**src/rtl/m_ctrl.sv**
```systemverilog
// Multicycle MIPS control unit: Moore FSM decoding datapath controls from the current state.
// Outputs are combinational from state (IF strobes gated by MIO_ready); memory states stall on MIO_ready.
module m_ctrl (
  input  logic        clk,
  input  logic        reset,
  input  logic [31:0] Inst_in,
  input  logic        zero,
  input  logic        overflow,
  input  logic        MIO_ready,
  output logic        MemRead,
  output logic        MemWrite,
  output logic [2:0]  ALU_operation,
  output logic [4:0]  state_out,
  output logic        CPU_MIO,
  output logic        IorD,
  output logic        IRWrite,
  output logic [1:0]  RegDst,
  output logic        RegWrite,
  output logic [1:0]  MemtoReg,
  output logic        ALUSrcA,
  output logic [1:0]  ALUSrcB,
  output logic [1:0]  PCSource,
  output logic        PCWrite,
  output logic        PCWriteCond,
  output logic        Branch
);

  typedef enum logic [4:0] {
    S_IF     = 5'd0,  S_ID     = 5'd1,  S_EX_R   = 5'd2,  S_EX_MEM = 5'd3,
    S_EX_I   = 5'd4,  S_LUI_WB = 5'd5,  S_EX_BEQ = 5'd6,  S_EX_BNE = 5'd7,
    S_EX_JR  = 5'd8,  S_EX_JAL = 5'd9,  S_EX_J   = 5'd10, S_MEM_RD = 5'd11,
    S_MEM_WR = 5'd12, S_WB_R   = 5'd13, S_WB_I   = 5'd14, S_WB_LW  = 5'd15,
    S_ERROR  = 5'd31
  } state_t;

  localparam logic [2:0] ALU_AND = 3'b000, ALU_OR  = 3'b001, ALU_ADD = 3'b010,
                         ALU_SUB = 3'b110, ALU_SLT = 3'b111, ALU_NOR = 3'b100,
                         ALU_SRL = 3'b101, ALU_XOR = 3'b011;

  state_t     state_q, state_d;
  logic       ovf_q, ovf_d;
  logic [5:0] op, funct;
  logic       r_valid, ovf_trap;
  logic [2:0] r_alu, i_alu;
  logic       unused_bits;

  assign op          = Inst_in[31:26];
  assign funct       = Inst_in[5:0];
  assign state_out   = state_q;
  // Branch resolution happens in the datapath; these inputs are not needed here.
  assign unused_bits = ^{zero, Inst_in[25:6]};

  always_comb begin
    r_valid = 1'b1;
    r_alu   = ALU_ADD;
    case (funct)
      6'b100000: r_alu = ALU_ADD;
      6'b100010: r_alu = ALU_SUB;
      6'b100100: r_alu = ALU_AND;
      6'b100101: r_alu = ALU_OR;
      6'b100110: r_alu = ALU_XOR;
      6'b100111: r_alu = ALU_NOR;
      6'b101010: r_alu = ALU_SLT;
      6'b000010: r_alu = ALU_SRL;
      default:   r_valid = 1'b0;
    endcase
    i_alu = ALU_ADD;
    case (op)
      6'b001100: i_alu = ALU_AND;
      6'b001101: i_alu = ALU_OR;
      6'b001110: i_alu = ALU_XOR;
      6'b001010: i_alu = ALU_SLT;
      default:   i_alu = ALU_ADD;
    endcase
    // Only the trapping arithmetic forms suppress writeback on overflow.
    ovf_trap = ovf_q && ((op == 6'b000000 && (funct == 6'b100000 || funct == 6'b100010))
                         || op == 6'b001000);
  end

  always_comb begin
    state_d = state_q;
    ovf_d   = ovf_q;
    case (state_q)
      S_IF: begin
        ovf_d = 1'b0;
        if (MIO_ready) state_d = S_ID;
      end
      S_ID: begin
        case (op)
          6'b000000: begin
            if (funct == 6'b001000) state_d = S_EX_JR;
            else if (r_valid)       state_d = S_EX_R;
            else                    state_d = S_ERROR;
          end
          6'b100011, 6'b101011:                         state_d = S_EX_MEM;
          6'b001000, 6'b001100, 6'b001101, 6'b001110,
          6'b001010:                                    state_d = S_EX_I;
          6'b001111:                                    state_d = S_LUI_WB;
          6'b000100:                                    state_d = S_EX_BEQ;
          6'b000101:                                    state_d = S_EX_BNE;
          6'b000010:                                    state_d = S_EX_J;
          6'b000011:                                    state_d = S_EX_JAL;
          default:                                      state_d = S_ERROR;
        endcase
      end
      S_EX_R:   begin ovf_d = overflow; state_d = S_WB_R; end
      S_EX_I:   begin ovf_d = overflow; state_d = S_WB_I; end
      S_EX_MEM: state_d = (op == 6'b100011) ? S_MEM_RD : S_MEM_WR;
      S_MEM_RD: if (MIO_ready) state_d = S_WB_LW;
      S_MEM_WR: if (MIO_ready) state_d = S_IF;
      S_ERROR:  state_d = S_ERROR;
      default:  state_d = S_IF;
    endcase
  end

  always_comb begin
    MemRead = 1'b0; MemWrite = 1'b0; ALU_operation = 3'b000; CPU_MIO = 1'b0;
    IorD = 1'b0; IRWrite = 1'b0; RegDst = 2'b00; RegWrite = 1'b0; MemtoReg = 2'b00;
    ALUSrcA = 1'b0; ALUSrcB = 2'b00; PCSource = 2'b00; PCWrite = 1'b0;
    PCWriteCond = 1'b0; Branch = 1'b0;
    // Outputs are forced low asynchronously while reset is held.
    if (reset) begin
      case (state_q)
        S_IF: begin
          MemRead = 1'b1; CPU_MIO = 1'b1; ALUSrcB = 2'b01; ALU_operation = ALU_ADD;
          IRWrite = MIO_ready; PCWrite = MIO_ready;
        end
        S_ID:     begin ALUSrcB = 2'b11; ALU_operation = ALU_ADD; end
        S_EX_R:   begin ALUSrcA = 1'b1; ALUSrcB = 2'b00; ALU_operation = r_alu; end
        S_EX_I:   begin ALUSrcA = 1'b1; ALUSrcB = 2'b10; ALU_operation = i_alu; end
        S_EX_MEM: begin ALUSrcA = 1'b1; ALUSrcB = 2'b10; ALU_operation = ALU_ADD; end
        S_MEM_RD: begin MemRead = 1'b1; IorD = 1'b1; CPU_MIO = 1'b1; end
        S_MEM_WR: begin MemWrite = 1'b1; IorD = 1'b1; CPU_MIO = 1'b1; end
        S_WB_R:   begin RegDst = 2'b01; RegWrite = !ovf_trap; end
        S_WB_I:   begin RegDst = 2'b00; RegWrite = !ovf_trap; end
        S_WB_LW:  begin MemtoReg = 2'b01; RegWrite = 1'b1; end
        S_LUI_WB: begin MemtoReg = 2'b10; RegWrite = 1'b1; end
        S_EX_BEQ, S_EX_BNE: begin
          ALUSrcA = 1'b1; ALU_operation = ALU_SUB; PCSource = 2'b01;
          PCWriteCond = 1'b1; Branch = (state_q == S_EX_BEQ);
        end
        S_EX_J:   begin PCSource = 2'b10; PCWrite = 1'b1; end
        S_EX_JR:  begin PCSource = 2'b11; PCWrite = 1'b1; end
        S_EX_JAL: begin
          PCSource = 2'b10; PCWrite = 1'b1; RegDst = 2'b10; MemtoReg = 2'b11; RegWrite = 1'b1;
        end
        default: ;
      endcase
    end
  end

  always_ff @(posedge clk or negedge reset) begin
    if (!reset) begin
      state_q <= S_IF;
      ovf_q   <= 1'b0;
    end else begin
      state_q <= state_d;
      ovf_q   <= ovf_d;
    end
  end

endmodule

```
**config.mk**
```make
export PLATFORM = sky130hd
export DESIGN_NAME = m_ctrl
export DESIGN_NICKNAME = d
export VERILOG_FILES = /design/src/rtl/m_ctrl.sv
export SDC_FILE = /design/constraint.sdc
export NUM_CORES = 1
export LEC_CHECK = 0
export ABC_AREA = 1
export BUFFER_PORTS_ARGS = -buffer_cell sky130_fd_sc_hd__buf_2
export CORE_ASPECT_RATIO = 1.4
export CORE_MARGIN = 5
export CORE_UTILIZATION = 47
export DETAILED_ROUTE_END_ITERATION = 6
export PLACE_DENSITY = 0.86
export SYNTH_ARGS = -nofsm -noshare
export SYNTH_HDL_FRONTEND = slang
export SYNTH_SLANG_ARGS = --single-unit
```
**constraint.sdc**
```tcl
create_clock -name clk -period 2.6 [get_ports clk]
set_input_delay 0.13 -clock clk [delete_from_list [all_inputs] [get_ports clk]]
set_output_delay 0.13 -clock clk [all_outputs]
set_load 0.05 [all_outputs]
```
==> parameters.txt, run 1 <==
Parameter                              Value

Status
  Status    finished, final reports clean

Place
  Final estimated routing congestion in global placement    between 0.8 and 0.9
  HPWL after detailed placement    2.56 mm
  Number of buffer cells added on primary ports    41
  Number of placed instances, taps included    260

Yosys
  Largest family of logic cells by synthesized area    simple AND/OR/NAND/NOR gates
  Predominant post-synthesis flop cell    dfrtp_1
  Post-synthesis compound-gate area fraction    0.144
  Total nets after synthesis    between 200 and 250
  Simple-gate portion of the synthesized area    0.572
  EDFF count, synth    0
  Proportion of synthesized flip-flops having asynchronous set or reset    1.00
  Flip-flop and latch count after synthesis    6
  Yosys top cell by area    nand2_1
  Average cell area after synthesis    5.29 sq um
  Xor-xnor portion of the synthesized cell area    0
  Number of library cell types mapped by synthesis    23
  Proportion of netlist area held by the largest area contributor    0.163
  Cells taking the most area after synthesis    nand2_1, dfrtp_1, nand3_1
  Adder-cell share of the synthesized area    0
  Count of mapped cells out of synthesis    200
  Yosys warnings    0
  Mux share of post-synthesis cell area    0
  Netlist Area Pre-Place    approximately 1100 sq um
  Seq/Total Area, Yosys    0.142

STA
  Highest achievable clock rate    between 400 and 500 MHz
  Worst slew pin tran    approximately 450 ps
  Worst setup skew after layout    around 1.9 ps
  Final count of hold timing violations    0
  Worst-case headroom to the max-slew limit    0.703
  Accumulated negative setup slack    0 ps
  Hold WS    about 120 ps
  Final Max Slew Viols    0
  Final Cycle Share    0.793
  Minimum clock period after layout    2060 ps
  RSZ-0062 raised after global routing    no
  Endpoints failing setup    0

Pwr
  Power per cell area    185 nW/um^2
  Worst VDD drop    0.159 mV
  Total chip power    roughly 0.24 mW
  Static leakage power    around 0.76 nW

Layout
  Filler Cells Inserted    roughly 230
  Share of final-layout standard cells stronger than drive strength 1    0.252
  Final Non-Filler Cells    264
  Count of antenna diodes in the layout    0
  Utilization of the core after routing    0.595
  NumNets Final    around 280
  Layout Area Growth over Synthesis    22.6%

CTS
  Number of buffers inserted by post-CTS setup repair    0
  CTS H-Tree Depth    1
  Later-pin clock latency in the skew report    ~240 ps
  Clock slew at the register clock pins of the worst setup and hold paths    about 40 ps
  CTS Root Buffer Type    clkbuf_4
  Clock net sink count    6
  CTS tree    yes
  Worst-case clock buffer depth    2
  TritonCTS Buffers    3

GRT
  Largest net degree at the start of global routing    16
  GRT Resource Usage Total    0.186
  Initial antenna violation count    0
  Global-route wire length before repair    ~5.1 mm
  Number of global-route vias before repair    roughly 1300
  Total global routing overflow    0

Route
  Per-cell routed wire length    roughly 12 microns
  DRC marker count from the first detailed-route iteration    74
  Number of nets with antenna violations after routing    0
  Count of TritonRoute iterations in the first routing pass    4
  Routed via count    approximately 1500
  Overall routed net length    between 3 and 4 mm
  Post-DR vias/cell    about 5.5
  Detailed-route DRC error count    0

Floorplanning
  Starting utilization of the core area    0.486
  Die area    3310 sq um
  Width of the die    between 50 and 60 microns
  I/O pin total    63
  Standard cell core area    2180 sq um
  Die span in y    between 60 and 70 microns
  # rows    20

Hold path
  Class of the most critical hold timing path    in -> reg

Critical path
  Worst setup path class    reg -> out
  Slowest stage cell on the critical path    dfrtp_1
  Endpoint arrival time on the critical path    approximately 1900 ps
  Chain of cells forming the critical path    inv_1 -> nor2_1 -> nand2_1 -> nor2_1 -> inv_1 -> o21ai_0 -> o21ai_1 -> a31oi_1 -> buf_2
  Endpoint kind of the worst setup timing path    output port
  CP Max Fanout    6
  Largest incremental delay on the critical path    between 300 and 400 ps
  Critical path data required time    approximately 2500 ps
  Crit start category    flop

Flow run
  Max-capacitance violation count    0
[through the flow]
step	instance area, sq um	worst slack (ps)
after floorplan	1060	61.7
after global placement	1260	835
after detailed placement	1260	814
after CTS	1300	557
after global routing	1300	285
final	1300	538
[layout by cell type (no fill, tap or decap)]
| cell type | count |
|---|---|
| a21oi_1 | 11 |
| a31oi_1 | 3 |
| a32o_1 | 1 |
| buf_2 | 41 |
| clkbuf_4 | 3 |
| dfrtp_1 | 6 |
| dlygate4sd3_1 | 1 |
| inv_1 | 29 |
| inv_2 | 4 |
| nand2_1 | 46 |
| nand2_2 | 2 |
| nand2_4 | 2 |
| nand3_1 | 25 |
| nand3_2 | 3 |
| nand3b_1 | 1 |
| nand4_1 | 5 |
| nor2_1 | 33 |
| nor2_2 | 6 |
| nor3_1 | 7 |
| nor4_1 | 1 |
| o211ai_1 | 3 |
| o21ai_0 | 4 |
| o21ai_1 | 4 |
| o22ai_1 | 1 |
[cells in the mapped netlist (4+ instances only)]
cell / number
inv_2: 4
nor2_1: 33
nand3_1: 25
nor3_1: 7
o21ai_1: 4
o21ai_0: 4
nand4_1: 5
nor2_2: 6
a21oi_1: 11
nand2_1: 46
dfrtp_1: 6
inv_1: 29
[worst paths after layout]
check	from	end	slack, ps	cells after the start
max	state_out[2]	ALU_operation[2]	540	9
min	overflow	ovf_q	120	2
max reg2reg	state_out[4]	state_out[2]	1060	8
min reg2reg	ovf_q	ovf_q	580	1
max in group asynchronous	reset	state_out[1]	2130	2
min in group asynchronous	reset	state_out[0]	280	2
[registers in the layout, summed over array words and instances, names as in the netlist]
signal,count
ovf_q,1
state_out,5
[where the power goes]
part	internal (mW)	switching, mW	leakage (nW)
combinational	0.0209	0.0426	0.688
clock	0.0520	0.0308	0.0138
sequential	0.0937	0	0.0577
[layer usage]
layer | part of all wire | track usage
met2 | 0.51 | 0.343
met3 | 0.087 | 0.0181
met4 | 0.0055 | 0.0656
met1 | 0.39 | 0.216
met5 | 0 | 0
[timing repair]
item,CTS,global route
resized for setup,0,0
hold endpoints to repair,6,0
hold buffers,1,0
[critical path, delay by kind of cell, from the launching register on]
| kind | cells | cell delay (ps) |
|---|---|---|
| buffers and inverters | 3 | 480 |
| AOI/OAI and AO/OA | 3 | 430 |
| and+or+nand+nor | 3 | 400 |
| DFF | 1 | 390 |
[final cells by class]
| type | count | area, sq um | area share |
|---|---|---|---|
| sequential | 6 | 150 | 0.116 |
| inverter | 33 | 124 | 0.0956 |
| multi-input combinational | 158 | 757 | 0.584 |
| clock buffer | 3 | 22.5 | 0.0174 |
| tap | 22 | 27.5 | 0.0212 |
| timing repair buffer | 42 | 215 | 0.166 |
[cells by family (layout without fill, tap and decap cells)]
group,count (synthesis),in the layout
DFF,6,6
and+or+nand+nor,131,131
buffers and inverters,36,78
AOI/OAI and AO/OA,27,27
(Power assumes the default switching activity.)
==> run 2: changes to the inputs <==
==> config.mk (replaced) <==
export PLATFORM = sky130hd
export DESIGN_NAME = m_ctrl
export DESIGN_NICKNAME = d
export VERILOG_FILES = /design/src/rtl/m_ctrl.sv
export SDC_FILE = /design/constraint.sdc
export NUM_CORES = 1
export LEC_CHECK = 0
export ABC_AREA = 0
export BUFFER_PORTS_ARGS = -buffer_cell sky130_fd_sc_hd__buf_2
export CORE_ASPECT_RATIO = 1.4
export CORE_MARGIN = 5
export CORE_UTILIZATION = 41
export DETAILED_ROUTE_END_ITERATION = 6
export PLACE_DENSITY = 0.77
export SYNTH_ARGS = -nofsm -noshare
export SYNTH_HDL_FRONTEND = slang
export SYNTH_SLANG_ARGS = --single-unit
==> constraint.sdc (replaced) <==
create_clock -name clk -period 1.69 [get_ports clk]
set_input_delay 0.0845 -clock clk [delete_from_list [all_inputs] [get_ports clk]]
set_output_delay 0.0845 -clock clk [all_outputs]
set_load 0.05 [all_outputs]
==> run 2 against run 1 <==
Effect of this change: the run now ends with negative setup slack left; global-route usage up 2.9 points; largest power group is now combinational logic; sequential power rose to 3.0 times the previous value; worst setup slack worse by 730 ps; clock power increased by 76%; register-to-register slack worse by 990 ps; core utilization rose by 15 points; combinational power rose to 40 times the previous value; critical path depth decreased by 3; count of clock-buffer cells in the layout rose by 1.
==> parameters.txt, run 2 <==
Parameter                              Value

Status
  Status    complete, but fails checks
  Violated checks    negative setup slack

STA
  Worst setup skew after layout    4.07 ps (+2.19 ps)
  Final setup slack of the worst path    -191 ps (-729 ps)
  Minimum clock period after layout    1880 ps
  RSZ-0062 raised after global routing    yes
  Worst-case headroom to the max-slew limit    0.685 (-0.0175)
  Final Cycle Share    1.11
  Final Max Slew Viols    0 (unchanged)
  Endpoints failing setup    8 (+8)
  Hold WS    153 ps (+28.9 ps)
  Worst slew pin tran    468 ps (+22.4 ps)
  Highest achievable clock rate    ~530 MHz
  Final count of hold timing violations    0 (unchanged)

Critical path
  Crit start category    flop
  Setup slack on the worst flop-to-flop path    70 ps (-990 ps)
  Kind of cell adding the most delay to the critical path    compound AO/OA/AOI/OAI gates
  Largest incremental delay on the critical path    420 ps (+30 ps)
  Worst setup path class    reg -> out
  Chain of cells forming the critical path    or2_4 -> nor3_4 -> a31oi_2 -> o22a_1 -> a211oi_4 -> buf_6
  CP Max Fanout    3 (-3)
  Slowest stage cell on the critical path    dfrtp_2
  Crit Reg-Reg Startpoint    state_out[0]
  Endpoint kind of the worst setup timing path    output port
  Critical path data required time    1610 ps (-860 ps)
  Buf/Inv on CP    1 (-2)
  Critical Path Start    state_out[0]
  Endpoint arrival time on the critical path    1800 ps (-130 ps)

Pwr
  Static leakage power    0.815 nW (+7.3%)
  Power per cell area    1480 nW/um^2 (+700%)
  Total chip power    2.97 mW (+1100%)
  Worst VDD drop    1.03 mV (+550%)

CTS
  CTS Root Buffer Type    clkbuf_4
  CTS H-Tree Depth    1 (unchanged)
  CTS tree    yes
  TritonCTS Buffers    3 (unchanged)
  Clock slew at the register clock pins of the worst setup and hold paths    50 ps (about the same)
  Worst-case clock buffer depth    2 (unchanged)
  Clock net sink count    6 (unchanged)
  Later-pin clock latency in the skew report    250 ps (about the same)

Yosys
  Count of mapped cells out of synthesis    178 (-11%)
  EDFF count, synth    0 (unchanged)
  Yosys top cell by area    dfrtp_1
  Average cell area after synthesis    6.48 sq um (+23%)
  Flip-flop and latch count after synthesis    6 (unchanged)
  Yosys warnings    0 (unchanged)
  Predominant post-synthesis flop cell    dfrtp_1
  Number of library cell types mapped by synthesis    48 (+110%)
  Proportion of synthesized flip-flops having asynchronous set or reset    1.00 (unchanged)
  Netlist Area Pre-Place    1150 sq um (+9.1%)
  Seq/Total Area, Yosys    0.130 (-0.0119)
  Cells taking the most area after synthesis    dfrtp_1, nor2_1, o21ai_0
  Cell with the most instances after synthesis    nor2_1
  Proportion of netlist area held by the largest area contributor    0.130 (-0.0332)
  Most numerous cell types in the synthesized netlist    nor2_1, nand2_1, o21ai_0
  Total nets after synthesis    215 (-9.3%)

Place
  Final estimated routing congestion in global placement    0.872 (+1.8%)
  Number of buffer cells added on primary ports    41 (unchanged)
  HPWL after detailed placement    3.07 mm (+20%)

Route
  Routed via count    1601 (+10%)
  Detailed-route DRC error count    0 (unchanged)
  Per-cell routed wire length    15.8 microns (+35%)
  DRC marker count from the first detailed-route iteration    58 (-22%)
  Number of nets with antenna violations after routing    0 (unchanged)
  Post-DR vias/cell    5.84 (+6.4%)
  Count of TritonRoute iterations in the first routing pass    4 (unchanged)
  Overall routed net length    4.34 mm (+40%)

Layout
  Layout Area Growth over Synthesis    73.3%
  Filler Cells Inserted    209 (-11%)
  Multi-input gate area in the final layout    1170 sq um (+55%)
  Storage cell area    156 sq um (+4.2%)
  Most common library cell in the layout ignoring fill and taps    buf_4
  Share of final-layout standard cells stronger than drive strength 1    0.525 (+0.273)
  Flip-flop count of the largest register, all copies and words added    5 (unchanged)
  Count of antenna diodes in the layout    0 (unchanged)
  Commonest cells after routing, fill and taps aside    buf_4, buf_2, nand2_1, buf_6, o21ai_0
  NumNets Final    276 (-1.8%)

GRT
  GRT Resource Usage Total    0.215 (+0.0290)
  Global-route wire length before repair    6.37 mm (+25%)
  Largest net degree at the start of global routing    19 (+3)
  Initial antenna violation count    0 (unchanged)
  Number of global-route vias before repair    1464 (+13%)
  Total global routing overflow    0 (unchanged)

Hold path
  Startpoint of the worst hold path    overflow
  Class of the most critical hold timing path    in -> reg

Floorplanning
  Starting utilization of the core area    0.432 (-0.0536)
  Die span in y    72.8 microns (+10%)
  # rows    22 (+10%)
  Standard cell core area    2670 sq um (+23%)
  Width of the die    54.8 microns (+9.5%)
  I/O pin total    63 (unchanged)
  Die area    3990 sq um (+20%)

Flow run
  Max-capacitance violation count    0 (unchanged)
## run 2: path summary, 6_finish.rpt
path | end | cells past startpoint
worst max register to register | state_out[2] | 7
worst min register to register | ovf_q | 2
min in group asynchronous | state_out[1] | 3
max in group asynchronous | state_out[3] | 3
worst min-delay path | ovf_q | 3
worst max-delay path | ALU_operation[2] | 6
## run 2: worst min-delay path, cell delays in order
cell,delay (ps)
buf_2,100
nand2_1,70
o21ai_0,100
## run 2: kinds of logic after synthesis
logic type / after synthesis / share of synthesized area
simple gates: 92 / 0.435
compound gates: 52 / 0.289
buf+inv: 21 / 0.0868
flops: 6 / 0.130
xor+xnor: 3 / 0.0228
mux: 3 / 0.0271
fa+ha+maj: 1 / 0.00976
## run 2: layer usage
layer | global-route usage | up-vias | share of wire
met5 | 0 | - | 0
met4 | 0.144 | 0 | 0.047
li1 | - | 767 | -
met3 | 0.0102 | 20 | 0.053
met1 | 0.225 | 749 | 0.37
met2 | 0.389 | 65 | 0.53
## run 2: report_power, final
group,switching (mW),internal (mW),total (mW)
sequential,0.0778,0.203,0.281
combinational,1.53,1.01,2.54
clock,0.0564,0.0897,0.146
## run 2: area by class of cell
cell class | count | area share
inverter | 9 | 0.0207
multi-input combinational | 151 | 0.588
tap | 36 | 0.0225
timing repair buffer | 68 | 0.278
clock buffer | 4 | 0.0131
sequential | 6 | 0.0782
## run 2: what timing repair did
item,4_1_cts,5_1_grt
hold endpoints to repair,6,0
pin swaps,5,8
hold buffers,1,0
endpoints found under the setup margin,17,21
gates resized for setup,40,37
buffers inserted,0,6
## run 2: metrics by stage
| step | std cells | TNS [ps] | setup slack [ps] | instance area [sq um] | util |
|---|---|---|---|---|---|
| final | 274 | -756 | -191 | 2000 | 0.749 |
| after global routing | 274 | -1290 | -257 | 2000 | 0.749 |
| after CTS | 268 | -635 | -201 | 1840 | 0.689 |
| after detailed placement | 263 | -150 | -82.0 | 1680 | 0.629 |
| after global placement | 263 | -109 | -59.2 | 1680 | 0.629 |
| after floorplan | 178 | -1050 | -316 | 1380 | - |
==> run 3: changes to the inputs <==
--- a/config.mk
+++ b/config.mk
@@ -12,6 +12,7 @@
 export CORE_UTILIZATION = 41
 export DETAILED_ROUTE_END_ITERATION = 6
 export PLACE_DENSITY = 0.77
+export RECOVER_POWER = 50
 export SYNTH_ARGS = -nofsm -noshare
 export SYNTH_HDL_FRONTEND = slang
 export SYNTH_SLANG_ARGS = --single-unit
==> run 3 against run 2 <==
Effect of this change: the run still ends with negative setup slack left; sequential cell count unchanged; via count about the same; sequential share of layout area hardly changed; non-clock buffer count unchanged; sequential power about the same; largest power group unchanged; highest routed layer unchanged.
==> parameters.txt, run 3 (synthesized netlist as in run 2, its figures left out) <==
Parameter                              Value

Critical path
  Endpoint kind of the worst setup timing path    output port
  Kind of cell adding the most delay to the critical path    compound AO/OA/AOI/OAI gates
  Buf/Inv on CP    1 (unchanged)
  Crit Reg-Reg Startpoint    state_out[0]
  Setup slack on the worst flop-to-flop path    70 ps (about the same)
  Worst-case reg-to-reg path depth    7 (unchanged)
  Critical Path Start    state_out[0]
  Total stage count of the critical path    6 (unchanged)
  Endpoint arrival time on the critical path    1800 ps (about the same)
  Chain of cells forming the critical path    or2_4 -> nor3_4 -> a31oi_2 -> o22a_1 -> a211oi_4 -> buf_6
  Slowest stage cell on the critical path    dfrtp_2
  Largest incremental delay on the critical path    420 ps (about the same)
  Crit start category    flop
  Worst setup path class    reg -> out
  Critical path data required time    1610 ps (about the same)
  CP Max Fanout    3 (unchanged)

STA
  Final setup slack of the worst path    -193 ps (-2.18 ps)
  RSZ-0062 raised after global routing    yes
  Worst-case headroom to the max-slew limit    0.685 (unchanged)
  Worst setup skew after layout    4.24 ps (+0.172 ps)
  Hold WS    153 ps (+0.131 ps)
  Final Cycle Share    1.11 (+0.00129)
  Minimum clock period after layout    1880 ps (+2.18 ps)
  Worst slew pin tran    468 ps (unchanged)
  Final Max Slew Viols    0 (unchanged)
  Highest achievable clock rate    531 MHz (-0.12%)
  Endpoints failing setup    8 (unchanged)
  Final count of hold timing violations    0 (unchanged)

GRT
  Initial antenna violation count    0 (unchanged)
  Number of global-route vias before repair    1464 (unchanged)
  Largest net degree at the start of global routing    19 (unchanged)
  Global-route wire length before repair    6.37 mm (unchanged)
  GRT Resource Usage Total    0.215 (unchanged)
  Total global routing overflow    0 (unchanged)

Route
  Number of nets with antenna violations after routing    0 (unchanged)
  Routed via count    1602 (+0.062%)
  Detailed-route DRC error count    0 (unchanged)
  Per-cell routed wire length    16.0 microns (+0.83%)
  Count of TritonRoute iterations in the first routing pass    4 (unchanged)
  DRC marker count from the first detailed-route iteration    60 (+3.4%)
  Post-DR vias/cell    5.85 (about the same)
  Overall routed net length    4.38 mm (+0.83%)

Layout
  Layout Area Growth over Synthesis    73.0%
  Most common library cell in the layout ignoring fill and taps    buf_4
  Flip-flop count of the largest register, all copies and words added    5 (unchanged)
  Final instance area    2000 sq um (-0.19%)
  NumNets Final    276 (unchanged)
  Count of antenna diodes in the layout    0 (unchanged)
  Share of final-layout standard cells stronger than drive strength 1    0.521 (-0.00420)
  Utilization of the core after routing    0.747 (-0.00141)
  Commonest cells after routing, fill and taps aside    buf_4, buf_2, nand2_1, buf_6, o21ai_0

CTS
  TritonCTS Buffers    3 (unchanged)
  CTS H-Tree Depth    1 (unchanged)
  Later-pin clock latency in the skew report    250 ps (about the same)
  Worst-case clock buffer depth    2 (unchanged)
  Clock slew at the register clock pins of the worst setup and hold paths    50 ps (about the same)
  Clock net sink count    6 (unchanged)
  CTS tree    yes
  CTS Root Buffer Type    clkbuf_4

Floorplanning
  Width of the die    54.8 microns (unchanged)
  Standard cell core area    2670 sq um (unchanged)
  I/O pin total    63 (unchanged)
  # rows    22 (unchanged)
  Die span in y    72.8 microns (unchanged)
  Starting utilization of the core area    0.432 (unchanged)
  Die area    3990 sq um (unchanged)

Hold path
  Number of instances on the worst hold path    3 (unchanged)
  Startpoint of the worst hold path    overflow
  Class of the most critical hold timing path    in -> reg

Pwr
  Total chip power    2.97 mW (about the same)
  Power per cell area    1490 nW/um^2 (+0.24%)
  Static leakage power    0.811 nW (-0.44%)
  Worst VDD drop    1.03 mV (about the same)

Status
  Violated checks    negative setup slack
  Status    complete, but fails checks

Place
  Number of buffer cells added on primary ports    41 (unchanged)
  Cell area after placement    1680 sq um (unchanged)
  HPWL after detailed placement    3.07 mm (unchanged)
  Final estimated routing congestion in global placement    0.872 (unchanged)

Flow run
  Max-capacitance violation count    0 (unchanged)
run 3: stage by stage:
stage / cells / setup slack [ps] / TNS (ps)
2_1_floorplan: 178 / -316 / -1050
3_3_place_gp: 263 / -59.2 / -109
3_5_place_dp: 263 / -82.0 / -150
4_1_cts: 268 / -201 / -635
5_1_grt: 274 / -257 / -1290
6_report: 274 / -193 / -777
run 3: what timing repair did:
item,4_1_cts,5_1_grt
pin swaps,5,8
buffers inserted,0,6
resized for setup,40,37
endpoints found under the setup margin,17,21
hold endpoints to repair,6,0
hold buffers,1,0
run 3: final timing paths:
| kind | endpoint |
|---|---|
| setup / recovery | ALU_operation[2] |
| hold / removal | ovf_q |
| setup reg to reg | state_out[2] |
| hold reg to reg | ovf_q |
| max in group asynchronous | state_out[3] |
| min in group asynchronous | state_out[0] |
run 3: per-layer routing:
metal,up-vias,global-route usage,share of wire
li1,765,-,-
met1,740,0.225,0.37
met2,77,0.389,0.52
met3,20,0.0102,0.060
met4,0,0.144,0.047
met5,-,0,0
run 3: cell type report:
class,instances,area [sq um]
clock buffer,4,26.3
fill,211,674
inverter,9,41.3
multi-input combinational,151,1170
sequential,6,156
tap,36,45.0
timing repair buffer,68,552
run 3: tightest hold or removal path, stage by stage:
cell and delay, ps:
buf_2 100, nand2_1 70, o21ai_0 100
run 3: report_power, final:
group,total (mW),internal [mW],switching [mW],leakage (nW)
clock network,0.146,0.0897,0.0563,0.0150
registers,0.281,0.203,0.0783,0.0721
logic,2.54,1.01,1.53,0.724
